### src/rtl/mem_load_forward_unit.sv
// mem_load_forward_unit
//   Load-side forwarding for the execute stage. Detects a load in EX/MEM whose
//   destination (single register or low/high pair) feeds an operand of the
//   instruction in ID/EX. It stalls the front end until data memory answers,
//   then replays the returned lanes onto the execute operand muxes for one
//   cycle. If memory never answers within MAX_LOAD_LATENCY cycles, the stall
//   is released and a sticky load_timeout error is raised.
//
// Ports
//   clock, reset_n            rising-edge clock, async active-low reset
//   ex_mem_*                  load in EX/MEM: valid flag, pair flag, dests
//   id_ex_src_{a,b}[_used]    operand source registers and read enables
//   mem_rd_valid/_data_*      data memory read response (two lanes)
//   stall, bubble             hold PC/IF/ID/ID-EX, insert NOP into EX/MEM
//   fwd_sel_{a,b}             00 normal, 01 replay low, 10 replay high
//   fwd_data_{low,high}       replay buffer (last captured read data)
//   load_timeout              sticky error flag
module mem_load_forward_unit #(
  parameter int unsigned DATA_WIDTH       = 8,
  parameter int unsigned ADDR_WIDTH       = 5,
  parameter int unsigned MAX_LOAD_LATENCY = 3
) (
  input  logic                  clock,
  input  logic                  reset_n,
  input  logic                  ex_mem_load,
  input  logic                  ex_mem_pair,
  input  logic [ADDR_WIDTH-1:0] ex_mem_dest_low,
  input  logic [ADDR_WIDTH-1:0] ex_mem_dest_high,
  input  logic [ADDR_WIDTH-1:0] id_ex_src_a,
  input  logic [ADDR_WIDTH-1:0] id_ex_src_b,
  input  logic                  id_ex_src_a_used,
  input  logic                  id_ex_src_b_used,
  input  logic                  mem_rd_valid,
  input  logic [DATA_WIDTH-1:0] mem_rd_data_low,
  input  logic [DATA_WIDTH-1:0] mem_rd_data_high,
  output logic                  stall,
  output logic                  bubble,
  output logic [1:0]            fwd_sel_a,
  output logic [1:0]            fwd_sel_b,
  output logic [DATA_WIDTH-1:0] fwd_data_low,
  output logic [DATA_WIDTH-1:0] fwd_data_high,
  output logic                  load_timeout
);

  localparam int unsigned CNT_W = $clog2(MAX_LOAD_LATENCY) + 1;
  localparam logic [CNT_W-1:0] CNT_LAST = CNT_W'(MAX_LOAD_LATENCY - 1);

  typedef enum logic [1:0] {
    IDLE,
    WAIT_MEM,
    REPLAY
  } state_t;

  state_t                state_q, state_d;
  logic [ADDR_WIDTH-1:0] trk_low_q, trk_high_q;
  logic                  trk_pair_q;
  logic [CNT_W-1:0]      cnt_q;
  logic [DATA_WIDTH-1:0] buf_low_q, buf_high_q;
  logic                  timeout_q;

  logic                  hazard;
  logic                  match_a, match_b;
  logic                  stall_c;
  logic [1:0]            sel_a_c, sel_b_c;
  logic                  do_latch, do_capture, do_inc, do_timeout;

  // Load-use hazard against the current EX/MEM contents.
  always_comb begin
    match_a = (id_ex_src_a == ex_mem_dest_low) ||
              (ex_mem_pair && (id_ex_src_a == ex_mem_dest_high));
    match_b = (id_ex_src_b == ex_mem_dest_low) ||
              (ex_mem_pair && (id_ex_src_b == ex_mem_dest_high));
    hazard  = ex_mem_load &&
              ((id_ex_src_a_used && match_a) || (id_ex_src_b_used && match_b));
  end

  // Replay select for one operand; low lane wins when low == high.
  function automatic logic [1:0] replay_sel(input logic [ADDR_WIDTH-1:0] src,
                                            input logic                  used);
    logic [1:0] sel;
    sel = 2'b00;
    if (used) begin
      if (src == trk_low_q)
        sel = 2'b01;
      else if (trk_pair_q && (src == trk_high_q))
        sel = 2'b10;
    end
    return sel;
  endfunction

  always_comb begin
    state_d    = state_q;
    stall_c    = 1'b0;
    sel_a_c    = 2'b00;
    sel_b_c    = 2'b00;
    do_latch   = 1'b0;
    do_capture = 1'b0;
    do_inc     = 1'b0;
    do_timeout = 1'b0;
    case (state_q)
      IDLE: begin
        stall_c = hazard;
        if (hazard) begin
          do_latch = 1'b1;
          state_d  = WAIT_MEM;
        end
      end
      WAIT_MEM: begin
        stall_c = 1'b1;
        if (mem_rd_valid) begin
          do_capture = 1'b1;
          state_d    = REPLAY;
        end else if (cnt_q == CNT_LAST) begin
          do_timeout = 1'b1;
          state_d    = IDLE;
        end else begin
          do_inc = 1'b1;
        end
      end
      REPLAY: begin
        sel_a_c = replay_sel(id_ex_src_a, id_ex_src_a_used);
        sel_b_c = replay_sel(id_ex_src_b, id_ex_src_b_used);
        stall_c = hazard;
        if (hazard) begin
          do_latch = 1'b1;
          state_d  = WAIT_MEM;
        end else begin
          state_d  = IDLE;
        end
      end
      default: state_d = IDLE;
    endcase
  end

  always_ff @(posedge clock or negedge reset_n) begin
    if (!reset_n) begin
      state_q    <= IDLE;
      trk_low_q  <= '0;
      trk_high_q <= '0;
      trk_pair_q <= 1'b0;
      cnt_q      <= '0;
      buf_low_q  <= '0;
      buf_high_q <= '0;
      timeout_q  <= 1'b0;
    end else begin
      state_q <= state_d;
      if (do_latch) begin
        trk_low_q  <= ex_mem_dest_low;
        trk_high_q <= ex_mem_dest_high;
        trk_pair_q <= ex_mem_pair;
        cnt_q      <= '0;
      end else if (do_inc) begin
        cnt_q <= cnt_q + CNT_W'(1);
      end
      if (do_capture) begin
        buf_low_q  <= mem_rd_data_low;
        buf_high_q <= mem_rd_data_high;
      end
      if (do_timeout)
        timeout_q <= 1'b1;
    end
  end

  // IDLE still decodes the hazard while reset is held, so the stall is gated
  // with reset_n to keep it low for the whole reset window.
  assign stall         = reset_n & stall_c;
  assign bubble        = reset_n & stall_c;
  assign fwd_sel_a     = sel_a_c;
  assign fwd_sel_b     = sel_b_c;
  assign fwd_data_low  = buf_low_q;
  assign fwd_data_high = buf_high_q;
  assign load_timeout  = timeout_q;

endmodule
### config.mk
export PLATFORM = sky130hd
export DESIGN_NAME = mem_load_forward_unit
export DESIGN_NICKNAME = d
export VERILOG_FILES = /design/src/rtl/mem_load_forward_unit.sv
export SDC_FILE = /design/constraint.sdc
export NUM_CORES = 1
export LEC_CHECK = 0
export CAP_MARGIN = 0
export CORE_MARGIN = 3
export CORE_UTILIZATION = 44
export CTS_BUF_LIST = sky130_fd_sc_hd__clkbuf_4 sky130_fd_sc_hd__clkbuf_8
export CTS_CLUSTER_SIZE = 14
export DETAILED_ROUTE_END_ITERATION = 10
export PLACE_DENSITY = 0.79
export REMOVE_ABC_BUFFERS = 1
export SLEW_MARGIN = 15
export SYNTH_ARGS = -nofsm -noshare
export SYNTH_HDL_FRONTEND = slang
export SYNTH_SLANG_ARGS = --single-unit
### constraint.sdc
create_clock -name clock -period 2.35 [get_ports clock]
set_input_delay 0.47 -clock clock [delete_from_list [all_inputs] [get_ports clock]]
set_output_delay 0.47 -clock clock [all_outputs]
set_load 0.01 [all_outputs]
# Word-level counts from Yosys, hierarchy flattened
# Index checks and enable logic that the tools add are counted.
# totals
register_bits,33
output_inout_bits,23
wordCells,63
# op_classes
n_addsub,1
n_eq_ne,13
n_mux,26
bitwise,1
n_reduce_logical,14
# ops
op,n
$eq A5 B5 Y1,8
$mux W2,11
$mux W1,11
$logic_and A1 B1 Y1,7
$mux W3,2
$pmux W2 S3,1
$add A3 B1 Y3 const B,1
$eq A3 B2 Y1 const B,1
$logic_or A1 B1 Y1,3
$ne A3 B3 Y1 const B,1
$eq A2 B1 Y1 const B,1
$eq A2 B2 Y1 const B,1
$logic_not A2 Y1,1
$ne A2 B2 Y1 const B,1
$pmux W1 S2,1
$reduce_and A2 Y1,1
$reduce_bool A2 Y1,1
$reduce_or A2 Y1,1
$and A1 B1 Y1,1

# Depth between registers and ports, before layout
# Gate-level depths: netlist of run 1.
# logic_depth
ltp_word,9
depth_mapped,8

# Worst setup path after synthesis of run 1
# OpenSTA, ideal clock, no wires.
# synth_path
kind,input to output
startpoint,input ex_mem_dest_high[4]
endpoint,output stall
t_arrival_ns,1.824
required_ns,1.880
setup_slack_ns,0.056
path_stages,7
path_buffers,2
cell_sequence,xnor2_1 -> nand3_1 -> or4_4 -> nand4_4 -> buf_12 -> o21a_1 -> buf_4
# synth_between
elab_chain_len,8
elab_cells_between_ends,12
cone_classes,eq/ne: 2; mux: 1; bitwise: 1; reduce/logical: 8
# synth_lines
item,line,text
"start, declared",28,"input logic [ADDR_WIDTH-1:0] ex_mem_dest_high,"
$eq A5 B5 Y1 (on tied branches),"70, 72",
$logic_and A1 B1 Y1 (on tied branches),"70, 72",
$logic_or A1 B1 Y1 (on tied branches),"69, 71",
$logic_and A1 B1 Y1,74,((id_ex_src_a_used && match_a) || (id_ex_src_b_used && match_b));
$logic_or A1 B1 Y1 *,74,
$logic_and A1 B1 Y1 *,73,hazard = ex_mem_load &&
$pmux W1 S2 *,100,case (state_q)
$and A1 B1 Y1 *,-,
"end, declared",36,"output logic stall,"
# Mark *: on every way between the ends. The rest lies on a longest branch, timed or not.

# Worst setup path after layout of run 1
# layout_path
startpoint,input ex_mem_dest_low[3]
endpoint,output bubble
# layout_between
elab_chain_len,7
elab_cells_between_ends,10
cone_classes,eq/ne: 2; mux: 1; bitwise: 1; reduce/logical: 6
# layout_lines
item,line,text
"start, declared",27,"input logic [ADDR_WIDTH-1:0] ex_mem_dest_low,"
$eq A5 B5 Y1 (on tied branches),"69, 71",
$logic_or A1 B1 Y1 (on tied branches),"69, 71",
$logic_and A1 B1 Y1,74,
$logic_or A1 B1 Y1 *,74,
$logic_and A1 B1 Y1 *,73,
$pmux W1 S2 *,100,
$and A1 B1 Y1 *,167,assign bubble = reset_n & stall_c;
"end, declared",37,"output logic bubble,"
# Marks and branches as above.

==> run summary, run 1 <==
The flow ran to the end, and the final reports show no timing, DRC or antenna violations. The shortest clock period the worst path allows after layout came out at 2.248 ns. In this run, post-CTS hold repair placed 0 buffers.

The synthesized design contains 33 register bits. In this run the tool buffered the top-level ports with 65 buffer cells. The antenna cell count is 0. The fraction of layout instances using a drive strength above 1 came out at 38.21%. 66 I/O pins were placed. In the routed design, unresolved DRC markers number 0. The overall global routing resource usage is 21.43%. The final period utilization came out at 95.68%.

The area inside the core boundary is 3826 µm². The via count normalized by instance count came out at 5.058. Routability-driven placement finished with a final weighted congestion of 0.9309. The post-CTS setup-driven buffer insertion count is 0. For this run, the detailed router's first-pass iteration total came to 4. The post-route clock skew came out at 0.002976 ns.

The post-route setup TNS came out at 0 ns. TritonCTS built the clock tree. The clock latency reported for the late side of the worst-skew pair came out at 0.28 ns.

The number of hold violations in the final report came out at 0. The count of fill cells added during filler insertion came out at 264. The launching element type of the critical path is an input port. The clock transition time at the flip-flop clock pins of the worst setup and hold paths is 0.07 ns. The number of cells in the finished layout apart from fillers came out at 294. After detailed placement, the total cell area comes to 2708 µm². Max-cap violations in this run came to 0.

The max-slew violation count came out at 0. Entering global routing, the biggest net connects 34 pins. The mean routed wirelength per cell is 16.65 µm.

The path type of the worst min-delay path is register to register. For this block, the initial DRC count from the detailed router was 46. The required time at the endpoint of the critical path is 1.88 ns.

The worst-case clock buffer depth is 2. The critical-path cell with the highest stage delay is nor4_1. From bottom edge to top edge, the die measures 70.61 µm. Relative to the synthesized area, the layout overhead comes to 54.90%. The count of nets left with antenna violations once routing finished came out at 0. At the worst endpoint, the arrival time is 1.78 ns. The fraction of the core area covered by cells at the end of the flow is 74.36%. After synthesis the cells add up to 1837 µm². Setup repair after global routing left no endpoint under its margin.

The number of nets in the finished design came out at 290. The biggest cell delay along the critical path is 0.27 ns. The wire length reported by the detailed router came out at 4895 µm. The overall overflow remaining after global route came out at 0. The count of H-tree levels built during CTS came out at 2. Along the worst path, the maximum fanout reaches 3. The routed layout has 1487 vias.

The kind of critical path is input port to output port. The starting utilization of the core area came out at 48.01%. The footprint of the multi-input gates is 1062 µm².

In the layout the commonest cells are clkdlybuf4s50_1 (35), dfrtp_1 (33), buf_4 (23). Dividing total power by cell area gives a power density of 942.7 nW/µm². Synthesis instantiated 25 different standard cells from the library. The die covers 4986 µm². The clock root buffer master is clkbuf_8. After synthesis, flip-flops and latches occupy 44.96% of the total area.

The maximum operating frequency came out at 444.7 MHz. The headroom to the max-slew limit is 71.45%. The commonest non-fill, non-tap cell in the layout is clkdlybuf4s50_1. The tightest hold margin came out at 0.4627 ns.

The final standard cell area without fillers is 2845 µm². The via count of the first global-routing pass was 1721. The tree built by TritonCTS fans out to 33 sinks.

The mean post-synth cell area came out at 12.16 µm². The floorplan has 22 rows. The synthesized netlist cell count came out at 151. The static leakage came out at 1.290 nW.

Setup violations remaining at the end of the flow were counted as 0. The wire length of the first global-routing pass is 8369 µm. The initial antenna violation count is 0. The sequential cells in the finished layout cover a total of 825.8 µm². The total clock buffers created by CTS came out at 5. STA classifies the critical path endpoint as an output port. The critical path goes through clkdlybuf4s15_1 -> xor2_1 -> nor4_1 -> nand4_1 -> nand4_4 -> o21a_1 -> buf_2. The total number of yosys warnings is 0. Detailed placement ended at an HPWL of 3788 µm. The peak ir drop on the vdd network came out at 0.7087 mV. In this run, placement finished with an instance count of 286. The die span in x came out at 70.61 µm. The slew of the pin with the lowest slew margin is 0.4282 ns.
==> kinds of logic after synthesis <==
kind of cell | share of synthesized area [%]
flip-flops | 44.96
multiplexers | 17.57
XOR/XNOR | 20.03
adder cells (fa/ha/maj) | 1.362
buffers and inverters | 2.521
AO/OA/AOI/OAI | 2.044
AND/OR/NAND/NOR | 11.51
==> critical path, delay by kind of cell <==
family          cells  cell delay [ns]
simple gates        3             0.59
buf+inv             2             0.39
xor+xnor            1             0.20
compound gates      1             0.14
==> layout make-up <==
type | instances | share of cell area (%)
clock inverter | 1 | 1.055
multi-input combinational | 111 | 37.34
sequential | 33 | 29.02
tap | 48 | 2.111
clock buffer | 7 | 3.166
inverter | 3 | 0.3958
timing repair buffer | 91 | 26.91
==> repair_timing <==
action	CTS	global route
pin swaps	12	16
resized for setup	62	29
endpoints found under the setup margin	12	5
hold endpoints to repair	0	0
==> final timing paths <==
kind | startpoint | endpoint | slack (ns) | cells past startpoint
max in group asynchronous | reset_n | trk_high_q[4] | 1.32 | 2
worst max register to register | state_q[0] | trk_low_q[4] | 0.41 | 6
worst min-delay path | load_timeout | load_timeout | 0.46 | 1
worst max-delay path | ex_mem_dest_low[3] | bubble | 0.10 | 7
worst min register to register | load_timeout | load_timeout | 0.46 | 1
min in group asynchronous | reset_n | trk_low_q[1] | 0.72 | 2
==> per-layer routing <==
metal	part of all wire, %	GRT usage, %	up-vias
li1	-	-	707
met4	2.0	7.098	0
met5	0	0	-
met3	7.2	5.824	12
met1	43	26.47	705
met2	48	36.49	63
==> registers in the layout (all words and copies together), names as in the netlist <==
| name | cells |
|---|---|
| state_q | 2 |
| load_timeout | 1 |
| fwd_data_low | 8 |
| trk_low_q | 5 |
| fwd_data_high | 8 |
| cnt_q | 3 |
| trk_pair_q | 1 |
| trk_high_q | 5 |
==> cell usage after synthesis <==
| library cell | n | area [µm²] |
|---|---|---|
| nand4_4 | 1 | 21.27 |
| dfrtp_1 | 33 | 825.8 |
| nor4b_1 | 1 | 8.760 |
| or3_1 | 1 | 6.260 |
| nand2b_1 | 2 | 12.51 |
| xnor2_1 | 22 | 192.7 |
| buf_4 | 1 | 7.510 |
| nand3_1 | 4 | 20.02 |
| a21o_1 | 1 | 7.510 |
| mux2_4 | 5 | 75.07 |
| ha_1 | 2 | 25.02 |
| buf_12 | 1 | 20.02 |
| a21oi_1 | 1 | 5.000 |
| nor2_1 | 6 | 22.52 |
| or4_4 | 1 | 11.26 |
| nand4_1 | 5 | 31.28 |
| inv_1 | 3 | 11.26 |
| mux2_2 | 22 | 247.7 |
| clkbuf_1 | 2 | 7.510 |
| o31a_1 | 2 | 17.52 |
| xor2_1 | 20 | 175.2 |
| nor2b_1 | 4 | 25.02 |
| nand2_1 | 4 | 15.01 |
| o21a_1 | 1 | 7.510 |
| nor4_1 | 6 | 37.54 |
==> metrics by stage <==
stage | power, mW | worst slack, ns
3_3_place_gp | 2.049 | -0.7194
6_report | 2.682 | 0.1015
3_5_place_dp | 2.082 | -0.7192
2_1_floorplan | 1.531 | 0.1914
5_1_grt | 2.842 | 0.003565
4_1_cts | 2.691 | 0.0007467
==> power by group <==
part | leakage [nW] | internal [mW] | total [mW] | switching [mW]
sequential | 0.414 | 0.828 | 1.03 | 0.201
clock | 0.0619 | 0.357 | 0.560 | 0.203
combinational | 0.815 | 0.680 | 1.09 | 0.413
No activity file was read; power rests on OpenSTA's default activity.
==> inputs of run 2 (changes only) <==
RECOVER_POWER = 100   (was not set)
==> run 2 against run 1 <==
- routed wire length fell by 0.82%
- sequential power barely moved
- clock skew barely moved
- first-iteration DRC count fell by 37%
- die area did not move
- non-clock buffer count did not move
- worst setup slack got worse by 0.0020 ns
- global-route usage did not move
- worst hold slack got worse by 0.0057 ns
- design area fell by 1.5%
- flip-flop and latch count did not move
- maximum frequency barely moved
- largest cell class unchanged
- largest power group is now registers
- highest routed layer unchanged
==> run summary, run 2 (synthesized netlist as in run 1, its figures left out) <==
The clock latency reported for the late side of the worst-skew pair is 0.28 ns (about the same). The clock transition time at the flip-flop clock pins of the worst setup and hold paths came out at 0.07 ns (about the same). The initial antenna violation count came out at 0 (unchanged). The root buffer cell chosen for the clock tree is clkbuf_8. The static leakage is 1.293 nW (+0.22%). The peak fanout along the critical path is 3 (unchanged). The final period utilization is 95.76% (about the same). The max-slew violation count came out at 0 (unchanged). The footprint of the multi-input gates is 1031 µm² (-2.9%). The number of hold violations in the final report came to 0 (unchanged). The top-level I/O count is 66 (unchanged). The count of final setup violators came out at 0 (unchanged). The via count normalized by instance count was 5.054 (about the same). The launching element type of the critical path is an input port. The total number of clock tree sinks was 33 (unchanged). The internal power summed over all cells came out at 1.777 mW (-4.8%).

The count of H-tree levels built during CTS is 2 (unchanged). The number of optimization iterations in the first detailed-route pass is 4 (unchanged). The mean routed wirelength per cell came out at 16.51 µm (-0.82%).

The power share of the sequential group was 39.7% (+1.3 points). The number of vias in the routed layout came out at 1486 (-0.067%). The number of cells in the finished layout apart from fillers is 294 (unchanged). The count of input and output buffers is 65 (unchanged). The maximum number of pins on one net before global-route repair is 34 (unchanged). The antenna cell count is 0 (unchanged). The final weighted congestion in routability-driven placement came out at 0.9309 (unchanged).

Setup repair after global routing left no endpoint under its margin. The relative area change from synthesis to final layout is 52.66%. The commonest non-fill, non-tap cell in the layout is dfrtp_1.

The number of placed cells counting well taps came out at 286 (unchanged). The worst-case clock buffer depth is 2 (unchanged). The remaining routing DRC violations is 0 (unchanged).

The via count of the first global-routing pass is 1721 (unchanged). The shortest clock period the worst path allows after layout is 2.250 ns (+0.001990 ns). The area inside the core boundary is 3826 µm² (unchanged). The final standard cell area without fillers is 2804 µm² (-1.5%).

The number of placement rows was 22 (unchanged). The sum of net half-perimeters after detailed placement is 3788 µm (unchanged). The total clock buffers created by CTS came out at 5 (unchanged). The power density of the placed cells is 917.9 nW/µm² (-2.6%). The top cell types in the final layout, fill and taps aside, are dfrtp_1 (33), mux2_2 (22), buf_4 (20). The height of the die came to 70.61 µm (unchanged). The kind of critical path is input port to output port.

The min-delay analysis places its worst path in the category register to register. The die area was 4986 µm² (unchanged). The portion of total power attributed to the clock network came out at 21.7% (+0.8 points).

The wire length reported by the detailed router came to 4855 µm (-0.82%). The required time at the endpoint of the critical path is 1.88 ns (about the same). The number of hold-repair buffers added at the cts stage is 0 (unchanged).

The die span in x is 70.61 µm (unchanged). The peak ir drop on the vdd network is 0.6813 mV (-3.9%). STA classifies the critical path endpoint as an output port. The number of violations reported at the end of detailed-routing iteration 0 was 29 (-37%).

The headroom to the max-slew limit came out at 43.47% (-28 points). The count of fill cells added during filler insertion is 275 (+4.2%). The register area is 825.8 µm² (unchanged). TritonCTS built the clock tree. The net switching share of the total power is 30.97% (+0.54 points).

The slew of the pin with the lowest slew margin came out at 0.8480 ns (+0.4198 ns). The data arrival time of the critical path came out at 1.78 ns (about the same). The fraction of power consumed by combinational cells is 38.6% (-2.1 points).

The power spent charging and discharging nets was 0.7972 mW (-2.4%). The standard cell area after detailed placement is 2708 µm² (unchanged). The final antenna-violating net count is 0 (unchanged). The overall overflow remaining after global route is 0 (unchanged).

The maximum operating frequency is 444.4 MHz (about the same). The starting utilization of the core area is 48.01% (unchanged). The overall global routing resource usage came out at 21.43% (unchanged). The post-route clock skew is 0.003173 ns (+0.0001977 ns). The number of nets in the finished design is 290 (unchanged). The number of max-capacitance violations reported came out at 0 (unchanged). The fraction of layout instances using a drive strength above 1 came out at 34.55% (-3.7 points). The wire length of the first global-routing pass is 8369 µm (unchanged).

The flow ran to the end, and the final reports show no timing, DRC or antenna violations.
[run 2: worst max-delay path, cell delays in order]
cell             delay (ns)
clkdlybuf4s15_1        0.25
xor2_1                 0.20
nor4_1                 0.27
nand4_1                0.18
nand4_4                0.14
o21a_1                 0.14
buf_2                  0.14
[run 2: final timing paths]
check | from | endpoint | slack, ns | cells past startpoint
setup / recovery | ex_mem_dest_low[3] | bubble | 0.1 | 7
hold / removal | load_timeout | load_timeout | 0.46 | 1
setup reg to reg | state_q[0] | trk_low_q[4] | 0.30 | 6
hold reg to reg | load_timeout | load_timeout | 0.46 | 1
max in group asynchronous | reset_n | trk_high_q[4] | 0.87 | 2
min in group asynchronous | reset_n | trk_low_q[1] | 0.96 | 2
[run 2: stage by stage]
stage	setup WS, ns	util, %	setup TNS [ns]	hold WS (ns)	total power [mW]
floorplan	0.1914	-	0	0.1744	1.531
global placement	-0.7194	70.77	-6.684	0.4471	2.049
detailed placement	-0.7192	70.77	-6.711	0.4475	2.082
CTS	0.0007467	75.05	0	0.4672	2.691
global route	0.003977	73.28	0	0.4778	2.738
finish	0.09953	73.28	0	0.4570	2.574
[run 2: layer usage]
metal	global-route usage, %	wire length [µm]	vias up
li1	-	-	709
met2	36.49	2380	57
met1	26.47	2061	710
met5	0	0	-
met3	5.824	332	10
met4	7.098	80	0
[run 2: what timing repair did]
| item | 4_1_cts | 5_1_grt |
|---|---|---|
| pin swaps | 12 | 16 |
| gates resized for setup | 62 | 29 |
| setup endpoints to repair | 12 | 5 |
| setup buffers | 0 | 0 |
| gates cloned | 0 | 0 |
[run 2: power by group through the flow]
stage / clock, mW / sequential (mW) / combinational, mW
floorplan: 0 / 1.07 / 0.465
CTS: 0.570 / 1.03 / 1.09
detailed placement: 0 / 1.03 / 1.05
global placement: 0 / 1.01 / 1.04
global route: 0.602 / 1.06 / 1.08
finish: 0.559 / 1.02 / 0.994
[run 2: area by class of cell]
class,count,area share (%)
Multi-Input combinational cell,111,36.77
Sequential cell,33,29.45
Timing Repair Buffer,91,26.95
Clock buffer,7,3.213
Tap cell,48,2.142
Clock inverter,1,1.071
Inverter,3,0.4016
==> inputs of run 3 (changes only) <==
CORE_UTILIZATION = 46   (was 44)
PLACE_DENSITY = 0.82   (was 0.79)
==> run 3 against run 2 <==
- maximum frequency shrank 4.0%
- combinational power grew 5%
- count of clock-buffer cells in the layout shrank 1
- critical path type unchanged
- largest cell class unchanged
- highest routed layer unchanged
==> run summary, run 3 (synthesized netlist as in run 1, its figures left out) <==
The clock transition time at the flip-flop clock pins of the worst setup and hold paths came to 0.06 ns (about the same). The post-route setup TNS came to 0 ns (unchanged). The area inside the core boundary is 3744 µm² (-2.2%). The CTS tree is built. STA classifies the critical path startpoint as an input port. The slew of the pin with the lowest slew margin is 0.8969 ns (+0.04893 ns). The biggest cell delay along the critical path came out at 0.29 ns (+0.02 ns). The number of optimization iterations in the first detailed-route pass came out at 4 (unchanged).

The clock latency reported for the late side of the worst-skew pair came out at 0.28 ns (about the same). The via count normalized by instance count is 5.297 (+4.8%). The register area is 825.8 µm² (unchanged). The logic depth of the worst setup path including buffers came out at 7 (unchanged).

The count of fill cells added during filler insertion came to 273 (-0.73%). The number of max-capacitance violations reported came to 0 (unchanged). The die span in x is 69.19 µm (-2.0%). The wire length of the first global-routing pass came to 8342 µm (-0.32%).

The startpoint identified for the worst register-to-register timing path is state_q[0]. In this run the critical register-to-register path is captured at trk_high_q[1]. The commonest non-fill, non-tap cell in the layout is dfrtp_1. The length in cells of the worst reg-to-reg path came to 7 (+1).

The library cells used most frequently in the layout, excluding fill and tap cells, are dfrtp_1 (33), mux2_2 (22), buf_4 (21). The max-slew violation count came out at 0 (unchanged). The headroom to the max-slew limit is 40.20% (-3.3 points). Grouping stages by cell kind, the critical path spends the most delay in simple AND/OR/NAND/NOR gates. The maximum number of pins on one net before global-route repair came out at 34 (unchanged). The peak fanout along the critical path came out at 2 (-1). The starting utilization of the core area was 49.06% (+1.1 points).

The data arrival time of the critical path came out at 1.87 ns (+0.09 ns). The number of hold violations in the final report is 0 (unchanged). The buffers plus inverters on the worst setup path is 2 (unchanged). The overall global routing resource usage came out at 22.17% (+0.74 points). The path type of the worst min-delay path is register to register. The peak ir drop on the vdd network is 0.7522 mV (+10%). The number of hold-repair buffers added at the cts stage came to 0 (unchanged). The critical-path cell with the highest stage delay is nor4_1.

The via count of the first global-routing pass was 1733 (+0.70%). The total clock buffers created by CTS is 5 (unchanged). The count of input and output buffers came out at 65 (unchanged). The antenna cell count is 0 (unchanged).

The timing endpoint of the critical path is stall. The overall overflow remaining after global route came out at 0 (unchanged). The total number of clock tree sinks came out at 33 (unchanged). The worst setup path is captured at an output port. The count of H-tree levels built during CTS was 2 (unchanged).

The wire length reported by the detailed router was 4988 µm (+2.7%). The post-route clock skew came out at 0.003638 ns (+0.0004643 ns). The sum of net half-perimeters after detailed placement came to 3690 µm (-2.6%). The flop-to-flop setup slack is 0.17 ns (-0.13 ns). The relative area change from synthesis to final layout came out at 52.18%.

The run finished with clean final reports. The height of the die came out at 69.19 µm (-2.0%). The top-level I/O count is 66 (unchanged). The initial antenna violation count came out at 0 (unchanged). The critical path starts at id_ex_src_a[0]. The final weighted congestion in routability-driven placement is 1.035 (+11%). The number of placement rows was 22 (unchanged). The fraction of the core area covered by cells at the end of the flow is 74.67% (+1.4 points). The final period utilization came out at 99.74% (+4.0 points). The maximum operating frequency is 426.6 MHz (-4.0%). The number of vias in the routed layout was 1568 (+5.5%). The final antenna-violating net count is 0 (unchanged). The tree is rooted in a clkbuf_8. The fraction of layout instances using a drive strength above 1 came out at 35.48% (+0.93 points).

The number of nets in the finished design came out at 292 (+0.69%). The power density of the placed cells is 889.3 nW/µm² (-3.1%). The die area is 4787 µm² (-4.0%). The count of final setup violators is 0 (unchanged).

The remaining routing DRC violations is 0 (unchanged). Walking the worst path, the cells encountered are dlygate4sd2_1 -> xor2_1 -> nor4_1 -> nand4_1 -> nand4_4 -> o21a_1 -> buf_2. The tightest hold margin came to 0.4893 ns (+0.03236 ns).

The number of violations reported at the end of detailed-routing iteration 0 came out at 125 (+330%). The critical path is of the input port to output port type. The shortest clock period the worst path allows after layout came out at 2.344 ns (+0.09347 ns). The mean routed wirelength per cell is 16.85 µm (+2.0%).

The worst-case clock buffer depth is 2 (unchanged). The static leakage was 1.297 nW (+0.30%). The footprint of the multi-input gates is 1028 µm² (-0.24%). The required time at the endpoint of the critical path came out at 1.88 ns (about the same).
## run 3: cell types whose count changed in the layout (fill, tap and decap cells not counted), sizes merged, moves of 2 or more
cell           before  now
buf                26   28
clkdlybuf4s15       5    7
clkinv              0    2
clkbuf             23   20
## run 3: final cells by class
type	instances	share of cell area (%)
Clock buffer	6	2.731
Sequential cell	33	29.54
Tap cell	48	2.149
Timing Repair Buffer	93	28.02
Clock inverter	2	0.3581
Inverter	3	0.4029
Multi-Input combinational cell	111	36.80
## run 3: worst min-delay path by stage
stage	from	endpoint	slack [ns]	cells after the start
5_1_grt	ex_mem_dest_low[4]	trk_low_q[4]	0.51	2
3_5_place_dp	load_timeout	load_timeout	0.49	1
2_1_floorplan	reset_n	cnt_q[0]	0.17	0
3_3_place_gp	load_timeout	load_timeout	0.45	1
4_1_cts	fwd_data_low[1]	fwd_data_low[1]	0.51	1
6_report	load_timeout	load_timeout	0.49	1
## run 3: worst reg2reg max path, stage by stage (launching register included)
cell      delay [ns]
dfrtp_1         0.41
nor2b_4         0.15
nand3_1         0.08
or4_4           0.45
nand4_4         0.12
buf_4           0.11
clkbuf_2        0.36
mux2_2          0.39
## run 3: metrics by stage
stage	cells	setup slack, ns	cell area [µm²]	power, mW
final	296	0.006067	2795	2.486
after global routing	296	-0.02611	2795	2.641
after CTS	295	0.002554	2796	2.536
after detailed placement	286	-0.6985	2708	2.096
after global placement	286	-0.6896	2708	2.050
after floorplan	147	0.1914	1802	1.531
## run 3: repair_timing
| action | 4_1_cts | 5_1_grt |
|---|---|---|
| gates resized for setup | 53 | 31 |
| pin swaps | 12 | 16 |
| setup buffers | 1 | 1 |
| setup endpoints to repair | 6 | 6 |
| endpoints found under the hold margin | 0 | 0 |
## run 3: per-layer routing
layer | share of wire [%] | wire length [µm] | global-route usage (%) | vias to the layer above
met4 | 2.4 | 118 | 7.809 | 0
li1 | - | - | - | 714
met3 | 8.2 | 408 | 7.536 | 11
met5 | 0 | 0 | 0 | -
met2 | 49 | 2440 | 36.02 | 84
met1 | 41 | 2021 | 27.42 | 759
## run 3: power by group
group / total (mW) / leakage [nW] / switching, mW / internal (mW)
combinational: 1.04 / 0.835 / 0.425 / 0.619
sequential: 1.03 / 0.414 / 0.198 / 0.828
clock: 0.416 / 0.0484 / 0.200 / 0.216
